`src/rtl/id_ex_stage_pkg.sv`:
```
// Shared definitions for the ID/EX stage: operand widths and the 9-bit ALU operation codes.
// Latency: n/a (package only).
// Backpressure: n/a (package only).
package id_ex_stage_pkg;

  localparam int DATA_W = 32;
  localparam int REG_AW = 5;
  localparam int IMM_W  = 16;

  typedef logic [8:0] alu_op_t;

  // One-hot ALU operation codes; 0 means "no operation" and is what a bubble carries.
  localparam alu_op_t ALUOp_NOP = 9'h000;
  localparam alu_op_t ALUOp_ADD = 9'h001;
  localparam alu_op_t ALUOp_SUB = 9'h002;
  localparam alu_op_t ALUOp_AND = 9'h004;
  localparam alu_op_t ALUOp_OR  = 9'h008;
  localparam alu_op_t ALUOp_XOR = 9'h010;
  localparam alu_op_t ALUOp_NOR = 9'h020;
  localparam alu_op_t ALUOp_SLT = 9'h040;
  localparam alu_op_t ALUOp_SLL = 9'h080;
  localparam alu_op_t ALUOp_LUI = 9'h100;

  // Control carried alongside the operands into EX.
  typedef struct packed {
    alu_op_t alu_op;
    logic    reg_write;
    logic    mem_read;
    logic    mem_write;
    logic    use_imm;
  } ctrl_t;

endpackage

```
`src/rtl/id_ex_stage_fwd_mux.sv`:
```
// Forwarding select for one ALU operand: EX/MEM over MEM/WB over register-file data.
// Latency: combinational.
// Backpressure: none; pure datapath.
//
// Ports:
//   addr           source register number of the operand (register 0 never forwards)
//   raw            registered register-file read data
//   exmem_*        EX/MEM forwarding source (write enable, destination, data)
//   memwb_*        MEM/WB forwarding source (write enable, destination, data)
//   data           selected operand value
module id_ex_stage_fwd_mux #(
  parameter int DATA_W = 32,
  parameter int REG_AW = 5
) (
  input  logic [REG_AW-1:0] addr,
  input  logic [DATA_W-1:0] raw,
  input  logic              exmem_reg_write,
  input  logic [REG_AW-1:0] exmem_rd,
  input  logic [DATA_W-1:0] exmem_result,
  input  logic              memwb_reg_write,
  input  logic [REG_AW-1:0] memwb_rd,
  input  logic [DATA_W-1:0] memwb_result,
  output logic [DATA_W-1:0] data
);

  logic addr_nz;
  logic exmem_hit;
  logic memwb_hit;

  // Register 0 is hardwired to zero, so a "write" to it must never be forwarded.
  assign addr_nz   = (addr != '0);
  assign exmem_hit = addr_nz && exmem_reg_write && (exmem_rd == addr);
  assign memwb_hit = addr_nz && memwb_reg_write && (memwb_rd == addr);

  // The younger result (EX/MEM) wins when both stages target the same register.
  always_comb begin
    data = raw;
    if (exmem_hit) begin
      data = exmem_result;
    end else if (memwb_hit) begin
      data = memwb_result;
    end
  end

endmodule

```
`src/rtl/id_ex_stage.sv`:
```
// ID/EX pipeline register feeding the ALU: captures decode, forwards operands, detects load-use.
// Latency: one cycle ID to EX; forwarding muxes are combinational on the registered fields.
// Backpressure: ex_hold freezes all state; load_use_stall (combinational) holds ID/IF and bubbles EX.
//
// Ports:
//   clk, rst               clock and synchronous active-high reset
//   id_*                   decoded instruction from ID (operands, addresses, immediate, control)
//   flush                  kill the instruction entering EX (redirect from branch resolution)
//   ex_hold                downstream stall; nothing in this stage changes
//   exmem_*, memwb_*       forwarding sources from later stages
//   ex_*                   live EX-stage instruction: operands, ALU op, store data, destination, control
//   load_use_stall         ID/IF must hold this cycle
module id_ex_stage
  import id_ex_stage_pkg::*;
#(
  parameter int DATA_W = id_ex_stage_pkg::DATA_W,
  parameter int REG_AW = id_ex_stage_pkg::REG_AW
) (
  input  logic              clk,
  input  logic              rst,
  input  logic              id_valid,
  input  logic [8:0]        id_alu_op,
  input  logic [DATA_W-1:0] id_rs_data,
  input  logic [DATA_W-1:0] id_rt_data,
  input  logic [REG_AW-1:0] id_rs_addr,
  input  logic [REG_AW-1:0] id_rt_addr,
  input  logic [REG_AW-1:0] id_rd_addr,
  input  logic              id_uses_rs,
  input  logic              id_uses_rt,
  input  logic [15:0]       id_imm,
  input  logic              id_use_imm,
  input  logic              id_zero_ext,
  input  logic              id_reg_write,
  input  logic              id_mem_read,
  input  logic              id_mem_write,
  input  logic              flush,
  input  logic              ex_hold,
  input  logic              exmem_reg_write,
  input  logic [REG_AW-1:0] exmem_rd,
  input  logic [DATA_W-1:0] exmem_result,
  input  logic              memwb_reg_write,
  input  logic [REG_AW-1:0] memwb_rd,
  input  logic [DATA_W-1:0] memwb_result,
  output logic              ex_valid,
  output logic [DATA_W-1:0] ex_src1,
  output logic [DATA_W-1:0] ex_src2,
  output logic [8:0]        ex_alu_op,
  output logic [DATA_W-1:0] ex_store_data,
  output logic [REG_AW-1:0] ex_rd,
  output logic              ex_reg_write,
  output logic              ex_mem_read,
  output logic              ex_mem_write,
  output logic              load_use_stall
);

  // Everything held in the pipeline register; all-zero is both the reset and the bubble value.
  typedef struct packed {
    logic              valid;
    ctrl_t             ctrl;
    logic [REG_AW-1:0] rs_addr;
    logic [REG_AW-1:0] rt_addr;
    logic [REG_AW-1:0] rd;
    logic [DATA_W-1:0] rs_data;
    logic [DATA_W-1:0] rt_data;
    logic [DATA_W-1:0] imm;
  } ex_reg_t;

  ex_reg_t           ex_q;
  ex_reg_t           ex_load;
  logic              bubble;
  logic              rs_dep;
  logic              rt_dep;
  logic [DATA_W-1:0] rs_fwd;
  logic [DATA_W-1:0] rt_fwd;

  // ---------------------------------------------------------------------------
  // Load-use hazard: the load in EX produces its value only after MEM, so a
  // dependent instruction in ID cannot be satisfied by forwarding next cycle.
  // Suppressed under hold (nothing moves) and flush (ID instruction is dead).
  // ---------------------------------------------------------------------------
  assign rs_dep = id_uses_rs && (id_rs_addr == ex_q.rd);
  assign rt_dep = id_uses_rt && (id_rt_addr == ex_q.rd);

  assign load_use_stall = !ex_hold && !flush && id_valid && ex_q.valid &&
                          ex_q.ctrl.mem_read && (ex_q.rd != '0) && (rs_dep || rt_dep);

  assign bubble = flush || load_use_stall;

  // ---------------------------------------------------------------------------
  // Next value when loading from ID. Control is qualified by id_valid so an
  // invalid slot can never write the register file or touch memory.
  // ---------------------------------------------------------------------------
  always_comb begin
    ex_load                = '0;
    ex_load.valid          = id_valid;
    ex_load.ctrl.alu_op    = id_valid ? id_alu_op : ALUOp_NOP;
    ex_load.ctrl.reg_write = id_valid && id_reg_write;
    ex_load.ctrl.mem_read  = id_valid && id_mem_read;
    ex_load.ctrl.mem_write = id_valid && id_mem_write;
    ex_load.ctrl.use_imm   = id_use_imm;
    ex_load.rs_addr        = id_rs_addr;
    ex_load.rt_addr        = id_rt_addr;
    ex_load.rd             = id_rd_addr;
    ex_load.rs_data        = id_rs_data;
    ex_load.rt_data        = id_rt_data;
    // Extend once at capture so the EX path is a plain mux.
    if (id_zero_ext) begin
      ex_load.imm = {{(DATA_W-16){1'b0}}, id_imm};
    end else begin
      ex_load.imm = {{(DATA_W-16){id_imm[15]}}, id_imm};
    end
  end

  // Priority: reset, then hold (keep everything), then bubble, then load.
  always_ff @(posedge clk) begin
    if (rst) begin
      ex_q <= '0;
    end else if (!ex_hold) begin
      if (bubble) begin
        ex_q <= '0;
      end else begin
        ex_q <= ex_load;
      end
    end
  end

  // ---------------------------------------------------------------------------
  // Operand forwarding, one mux per source register.
  // ---------------------------------------------------------------------------
  id_ex_stage_fwd_mux #(
    .DATA_W (DATA_W),
    .REG_AW (REG_AW)
  ) u_fwd_rs (
    .addr            (ex_q.rs_addr),
    .raw             (ex_q.rs_data),
    .exmem_reg_write (exmem_reg_write),
    .exmem_rd        (exmem_rd),
    .exmem_result    (exmem_result),
    .memwb_reg_write (memwb_reg_write),
    .memwb_rd        (memwb_rd),
    .memwb_result    (memwb_result),
    .data            (rs_fwd)
  );

  id_ex_stage_fwd_mux #(
    .DATA_W (DATA_W),
    .REG_AW (REG_AW)
  ) u_fwd_rt (
    .addr            (ex_q.rt_addr),
    .raw             (ex_q.rt_data),
    .exmem_reg_write (exmem_reg_write),
    .exmem_rd        (exmem_rd),
    .exmem_result    (exmem_result),
    .memwb_reg_write (memwb_reg_write),
    .memwb_rd        (memwb_rd),
    .memwb_result    (memwb_result),
    .data            (rt_fwd)
  );

  // ---------------------------------------------------------------------------
  // Outputs. Shifts and LUI take src2 from the immediate (decoder sets use_imm),
  // while stores always need the forwarded rt regardless of use_imm.
  // ---------------------------------------------------------------------------
  assign ex_valid      = ex_q.valid;
  assign ex_src1       = rs_fwd;
  assign ex_src2       = ex_q.ctrl.use_imm ? ex_q.imm : rt_fwd;
  assign ex_store_data = rt_fwd;
  assign ex_alu_op     = ex_q.ctrl.alu_op;
  assign ex_rd         = ex_q.rd;
  assign ex_reg_write  = ex_q.valid && ex_q.ctrl.reg_write;
  assign ex_mem_read   = ex_q.valid && ex_q.ctrl.mem_read;
  assign ex_mem_write  = ex_q.valid && ex_q.ctrl.mem_write;

endmodule

```
`config.mk`:
```
export PLATFORM = sky130hd
export DESIGN_NAME = id_ex_stage
export DESIGN_NICKNAME = d
export VERILOG_FILES = /design/src/rtl/id_ex_stage_pkg.sv /design/src/rtl/id_ex_stage_fwd_mux.sv /design/src/rtl/id_ex_stage.sv
export SDC_FILE = /design/constraint.sdc
export NUM_CORES = 1
export LEC_CHECK = 0
export ABC_AREA = 0
export CORE_MARGIN = 3
export CORE_UTILIZATION = 40
export DETAILED_ROUTE_END_ITERATION = 16
export PLACE_DENSITY = 0.91
export SETUP_SLACK_MARGIN = 0.02
export SYNTH_ARGS = -nofsm -noshare
export SYNTH_HDL_FRONTEND = slang
export SYNTH_HIERARCHICAL = 1
export SYNTH_SLANG_ARGS = --single-unit
```
`constraint.sdc`:
```
create_clock -name clk -period 3.2 [get_ports clk]
set_input_delay 0.64 -clock clk [delete_from_list [all_inputs] [get_ports clk]]
set_output_delay 0.64 -clock clk [all_outputs]
set_load 0.05 [all_outputs]
```
==> flow_summary.yaml, run 1 <==
status:
  outcome: "finished with violations"
  violations: "negative setup slack"
drt:
  detail_route.wirelength.met1_mm: 11.4
  wl_per_cell_microns: 29.0
  totalWireLength_mm: 34.9
  detailedRoute.firstPassIterationCount: 7
  met3_routed_wirelength_mm: 4.04
  drt_first_iter_violations: 1138
  drc_violations: 0
  wl_met2_mm: 16.8
  via_per_inst: 6.77
  vias: 8132
  highest_layer: "met5"
  ant_nets: 0
global_routing:
  grt_antenna_before_repair: 2
  grt_pass1_wl_mm: 49.9
  grt.overflow.total: 0
  first_global_vias: 8275
  track_usage_pct: 40.2
  grt_start_max_net_pins: 63
clock_network:
  clock_pin_slew_of_the_registers_on_the_worst_case_setup_and_hold_paths_ns: 0.08
  clock_tree.htree_level_count: 3
  clock-sinks: 110
  cts.path.max_buffers: 2
  insertion_delay_ns: 0.36
  numCtsBuffers: 9
  ctsRootBufferMaster: "clkbuf_16"
  cts_tree: "yes"
yosys:
  area_share_of_the_leading_cell_type_in_the_synthesized_netlist_pct: 37.8
  flops_latches_synth: 110
  ys_async_rst_share_pct: 0
  post_synth_instance_area_sq_um: 5830
  yosys.area.top_type: "dfxtp_1"
  yosys_most_used_dff: "dfxtp_1"
  seq_total_area_yosys_pct: 37.8
  synth.area.top_cells: "dfxtp_1 (38%), a22o_1 (14%), a31oi_1 (6.9%), o21ai_0 (6.0%), nor3_1 (5.7%)"
  yosysWarningCount: 6
  avgSynthCellArea_sq_um: 8.61
  synth.net_count: 869
  syn_inst: 677
  synth.lib_cells_used.distinct: 31
  synth_enable_flop_cells: 0
critical_path:
  cpMostUsedCell: "buf_6"
  worst_path_max_delay_cell: "or2_4"
  cell_breakdown_of_the_critical_path: "dlygate4sd2_1 > xnor2_1 > nand4_1 > buf_6 > or2_4 > clkbuf_16 > buf_6 > a31oi_4 > inv_2 > o21ai_4 > buf_12"
  worst_ep_arrival_time_ns: 2.64
  critPathLaunchType: "input pin"
  rr_startpoint: "ex_rd[0]"
  critical_path.max_stage_delay_ns: 0.33
  timing.setup.critical_path_class: "in -> out"
  cp_max_fo: 6
  cp_data_required_time_ns: 2.56
  timing.critical_path.from: "exmem_rd[3]"
  cp-end-kind: "output port"
power:
  pwr-share-seq_pct: 36.8
  p_sw_share_pct: 33.2
  max-vdd-ir-drop_mv: 0.292
  power.leakage_nw: 4.48
  power.share.clock_pct: 28.0
  power.share.combinational_pct: 35.3
  cellInternalPower_mw: 2.67
  fin_total_pwr_mw: 4.00
  power_per_cell_area_nw_per_um2: 327
  power.switching_mw: 1.33
place:
  routabilityCongestion: 0.940
  io_buffer_count: 306
  hpwlAfterDp_mm: 22.2
  placed_cells: 1164
  pre_cts_setup_slack_ns: -0.261
sta:
  clock.fmax_ghz: 0.305
  hold_viol: 0
  fin_worst_hold_slack_ns: 0.478
  grt_setup_unrepaired: "yes"
  maxSlewViolCount: 0
  period_minus_slack_ns: 3.28
  final_critical_path_setup_slack_ns: -0.0783
  relSlewSlack_pct: 53.9
  worst-slew-pin-transition_ns: 0.691
  finalClockSkew_ns: 0.0118
  final-setup-viol-count: 29
  finalCritPeriodShare_pct: 102
floorplan:
  io_pins: 307
  floorplan.die.height_microns: 127
  rows: 43
  start_util_pct: 41.4
  core_sq_um: 14100
  floorplan.die_area_sq_um: 16100
  floorplan.die.width_microns: 127
layout:
  stdcell_count: 1201
  layout-drive-gt1-share_pct: 34.6
  filler_cell_count: 645
  most-common-layout-cells: "clkdlybuf4s50_1 (197), buf_12 (113), dfxtp_1 (104), a22o_1 (96), buf_4 (67)"
  num-nets-final: 1206
  area.growth.synth_to_final_pct: 110
  final_common_cell: "clkdlybuf4s50_1"
  final_util_pct: 86.9
worst_hold_path:
  worstHoldStart: "ex_alu_op[8]"
  hold_class: "reg -> reg"
flow_run:
  timing.max_cap.violations: 0
layer usage:
layer,up-vias,track usage (%)
li1,3276,-
met1,3825,43.4
met2,797,69.8
met3,232,10.7
met4,2,24.7
met5,-,0
timing repair:
item,4_1_cts,5_1_grt
hold buffers,0,0
gates resized for setup,90,44
setup buffers,5,6
gates cloned,7,4
setup endpoints to repair,85,63
pin swaps,23,13
cell families (layout without fill, tap and decap cells):
kind of cell / count (synthesis) / after routing / synth area share, %
other cells: 0 / 2 / 0
flops: 110 / 110 / 37.8
xor+xnor: 30 / 30 / 4.51
simple gates: 152 / 152 / 13.6
buf+inv: 106 / 448 / 8.56
mux: 16 / 16 / 3.09
compound gates: 263 / 263 / 32.5
state kept, by name (all words and copies together) (netlist names):
name / cells
ex_q: 95
ex_valid: 1
ex_rd: 5
ex_alu_op: 9
cell type report:
type / count / area [sq um] / area share [%]
well taps: 180 / 225 / 1.84
clock buffers: 9 / 225 / 1.84
clock inverters: 7 / 56.3 / 0.460
multi-input cells: 461 / 4130 / 33.7
repair buffers: 415 / 5340 / 43.6
flip-flops and latches: 110 / 2210 / 18.1
inverters: 17 / 63.8 / 0.521
diodes: 2 / 5.00 / 0.0409
cells in the mapped netlist, types with 2 or more instances:
cell	n
or2_1	2
and4_1	2
clkbuf_2	6
or4_4	2
o21ai_0	70
nand4_1	6
o211ai_2	4
a31oi_1	64
o211a_1	2
o21ai_1	10
nand3_1	64
mux2_2	16
a22o_1	96
dfxtp_1	110
nor3_1	66
buf_4	22
buf_2	9
inv_1	17
clkbuf_1	52
and2_1	4
nand2_1	3
xnor2_1	30
a32o_1	12
power groups by stage:
| stage | Clock, mW | Sequential [mW] | Combinational [mW] |
|---|---|---|---|
| 2_1_floorplan | 0 | 1.48 | 0.551 |
| 3_3_place_gp | 0 | 1.49 | 1.24 |
| 3_5_place_dp | 0 | 1.50 | 1.27 |
| 4_1_cts | 1.11 | 1.47 | 1.34 |
| 5_1_grt | 1.16 | 1.48 | 1.44 |
| 6_report | 1.12 | 1.47 | 1.41 |
through the flow:
stage / TNS, ns / cell area [sq um]
detailed placement: -9.26 / 11200
global placement: -5.42 / 11200
floorplan: -0.177 / 6460
global route: -3.08 / 12200
finish: -1.30 / 12200
CTS: -0.0319 / 12000
critical path, delay by kind of cell:
| kind | cells | cell delay, ns |
|---|---|---|
| buffers and inverters | 6 | 0.99 |
| XOR/XNOR | 1 | 0.17 |
| AND/OR/NAND/NOR | 2 | 0.49 |
| AO/OA/AOI/OAI | 2 | 0.32 |
final timing paths:
check | slack (ns) | depth (start not counted) | to
hold / removal | 0.48 | 1 | ex_alu_op[8]
setup reg to reg | 0.68 | 5 | ex_alu_op[3]
hold reg to reg | 0.48 | 1 | ex_alu_op[8]
setup / recovery | -0.08 | 11 | ex_src2[19]
(Power assumes the default switching activity.)
==> run 2, diff against run 1 <==
--- a/config.mk
+++ b/config.mk
@@ -9,9 +9,9 @@
 export CORE_MARGIN = 3
 export CORE_UTILIZATION = 40
 export DETAILED_ROUTE_END_ITERATION = 16
-export PLACE_DENSITY = 0.91
+export PLACE_DENSITY = 0.92
 export SETUP_SLACK_MARGIN = 0.02
 export SYNTH_ARGS = -nofsm -noshare
 export SYNTH_HDL_FRONTEND = slang
-export SYNTH_HIERARCHICAL = 1
 export SYNTH_SLANG_ARGS = --single-unit
+export TNS_END_PERCENT = 100
==> flow_summary.yaml, run 2 <==
status:
  outcome: "finished, final reports clean"
sta:
  worst-slew-pin-transition_ns: 1.08
  hold_viol: 0
  final-setup-viol-count: 0
  finalCritPeriodShare_pct: 99.8
  clock.fmax_ghz: 0.313
  fin_setup_tns_ns: 0
  final_critical_path_setup_slack_ns: 0.00756
  period_minus_slack_ns: 3.19
  relSlewSlack_pct: 28.3
  grt_setup_unrepaired: "yes"
  maxSlewViolCount: 0
  finalClockSkew_ns: 0.00587
critical_path:
  r2r_slack_ns: 0.74
  critPathLaunchType: "flop"
  worstReg2RegEnd: "ex_alu_op[1]"
  worst_ep_arrival_time_ns: 2.55
  timing.reg2reg.worst_path_depth: 4
  rr_startpoint: "ex_rd[0]"
  timing.setup.critical_path_class: "reg -> out"
  cp-end-kind: "output port"
  cp_data_required_time_ns: 2.56
  cp_max_fo: 8
clock_network:
  clock-sinks: 110
  ctsRootBufferMaster: "clkbuf_16"
  cts_tree: "yes"
  numCtsBuffers: 9
  insertion_delay_ns: 0.35
  clock_tree.htree_level_count: 3
  clock_pin_slew_of_the_registers_on_the_worst_case_setup_and_hold_paths_ns: 0.07
  cts.path.max_buffers: 2
  hold_buffers: 0
yosys:
  yosys.area.top_type: "dfxtp_1"
  area_share_of_the_leading_cell_type_in_the_synthesized_netlist_pct: 38.8
  synth.net_count: 813
  avgSynthCellArea_sq_um: 9.13
  top_cells_by_count_synth: "dfxtp_1 (110), a22o_1 (97), nor2_1 (51)"
  post_synth_instance_area_sq_um: 5670
  ys_async_rst_share_pct: 0
  yosys_most_used_dff: "dfxtp_1"
  synth_enable_flop_cells: 0
  yosysWarningCount: 0
  syn_inst: 621
  flops_latches_synth: 110
  synth.lib_cells_used.distinct: 38
  seq_total_area_yosys_pct: 38.8
  synth.area.top_cells: "dfxtp_1 (39%), a22o_1 (15%), mux2i_1 (5.6%), o31ai_1 (4.2%), xnor2_1 (4.0%)"
  post-synth-top-count-cell: "dfxtp_1"
layout:
  largest_register_ff_count: 95
  final_common_cell: "clkdlybuf4s50_1"
  area.growth.synth_to_final_pct: 96.0
  max_flop_register: "ex_q"
  final_util_pct: 82.0
  num-nets-final: 1155
  layout-drive-gt1-share_pct: 34.7
  num_antenna_cells: 0
  most-common-layout-cells: "clkdlybuf4s50_1 (198), dfxtp_1 (105), a22o_1 (97), buf_4 (90), buf_12 (53)"
place:
  hpwlAfterDp_mm: 18.3
  io_buffer_count: 306
  pre_cts_setup_slack_ns: -0.262
  routabilityCongestion: 0.891
drt:
  met3_routed_wirelength_mm: 2.24
  drc_violations: 0
  detail_route.wirelength.met1_mm: 9.94
  via_per_inst: 6.07
  ant_nets: 0
  highest_layer: "met4"
  vias: 6945
  detailedRoute.firstPassIterationCount: 7
  wl_per_cell_microns: 23.8
  drt_first_iter_violations: 673
  totalWireLength_mm: 27.2
  wl_met2_mm: 13.7
global_routing:
  grt_start_max_net_pins: 56
  grt.overflow.total: 0
  track_usage_pct: 31.7
  first_global_vias: 7346
  grt_antenna_before_repair: 0
  grt_pass1_wl_mm: 40.0
worst_hold_path:
  worstHoldStart: "ex_alu_op[7]"
  hold_class: "reg -> reg"
  hold_path_end: "ex_alu_op[7]"
  hold_depth: 1
power:
  power.share.combinational_pct: 30.2
  max-vdd-ir-drop_mv: 0.382
  p_sw_share_pct: 31.1
  power_per_cell_area_nw_per_um2: 340
  power.switching_mw: 1.18
  power.leakage_nw: 4.39
  cellInternalPower_mw: 2.61
  pwr-share-seq_pct: 38.8
  fin_total_pwr_mw: 3.78
  power.share.clock_pct: 31.0
floorplan:
  io_pins: 307
  core_sq_um: 13600
  start_util_pct: 41.8
  floorplan.die.height_microns: 125
  floorplan.die_area_sq_um: 15600
  floorplan.die.width_microns: 125
  rows: 42
flow_run:
  timing.max_cap.violations: 0
==> run 2: changes by cell type in the layout (fill, tap and decap cells not counted), moves of 32 or more <==
| cell | before | now |
|---|---|---|
| a31oi_4 | 32 | 0 |
| buf_12 | 113 | 53 |
| nand2_1 | 3 | 43 |
| nand3_1 | 56 | 0 |
| nor2_1 | 1 | 44 |
| nor3_1 | 61 | 7 |
| o21ai_1 | 32 | 0 |
==> run 2: power by group through the flow <==
stage | clock network [mW] | registers (mW) | logic (mW)
final | 1.17 | 1.47 | 1.14
after global placement | 0 | 1.49 | 1.05
after CTS | 1.19 | 1.46 | 1.10
after floorplan | 0 | 1.48 | 0.515
after global routing | 1.23 | 1.47 | 1.19
after detailed placement | 0 | 1.49 | 1.07
==> run 2: area by class of cell <==
| cell class | instances | area (sq um) |
|---|---|---|
| clock buffers | 9 | 225 |
| clock inverters | 7 | 80.1 |
| fillers | 718 | 2440 |
| inverters | 2 | 7.51 |
| multi-input cells | 439 | 3880 |
| flip-flops and latches | 110 | 2220 |
| well taps | 176 | 220 |
| repair buffers | 401 | 4480 |
==> run 2: cells by family after synthesis <==
family	count (synthesis)	synth area share [%]
AOI/OAI and AO/OA	211	30.0
and+or+nand+nor	158	13.3
DFF	110	38.8
buffers and inverters	72	6.00
muxes	40	7.24
xor gates and xnor gates	30	4.63
==> run 2: what timing repair did <==
action,in CTS,in global routing
gates resized for setup,84,46
pin swaps,10,15
setup endpoints to repair,88,85
setup buffers,6,7
cloned,4,5
==> run 2: routing by layer <==
metal,vias up,global-route usage (%)
li1,3072,-
met1,3324,36.1
met2,438,55.0
met3,111,7.93
met4,0,16.2
met5,-,0
==> run 2: worst max-delay path, cell delays in order (launching register included) <==
cell	delay, ns
dfxtp_4	0.36
or4_4	0.57
or2_4	0.29
nand3_4	0.12
buf_6	0.17
a221oi_1	0.11
buf_4	0.17
o31ai_4	0.22
buf_6	0.19
==> run 2: through the flow <==
step           std cells  hold slack, ns  area [sq um]
6_report            1144           0.471         11100
5_1_grt             1144           0.489         11100
4_1_cts             1133           0.473         10800
3_5_place_dp        1108           0.456         10100
3_3_place_gp        1108           0.439         10100
2_1_floorplan        621           0.434          6160
==> run 2: how the worst max path moves through the flow <==
| stage | startpoint | end | slack [ns] | cells past startpoint |
|---|---|---|---|---|
| detailed placement | memwb_rd[3] | ex_src1[6] | -0.26 | 9 |
| global route | ex_q[102] | ex_src2[30] | -0.05 | 8 |
| global placement | memwb_rd[2] | ex_src2[0] | -0.13 | 9 |
| floorplan | exmem_rd[2] | ex_src2[10] | -0.14 | 7 |
| CTS | exmem_rd[2] | ex_src1[27] | 0.01 | 10 |
| finish | ex_q[102] | ex_src2[27] | 0.008 | 8 |
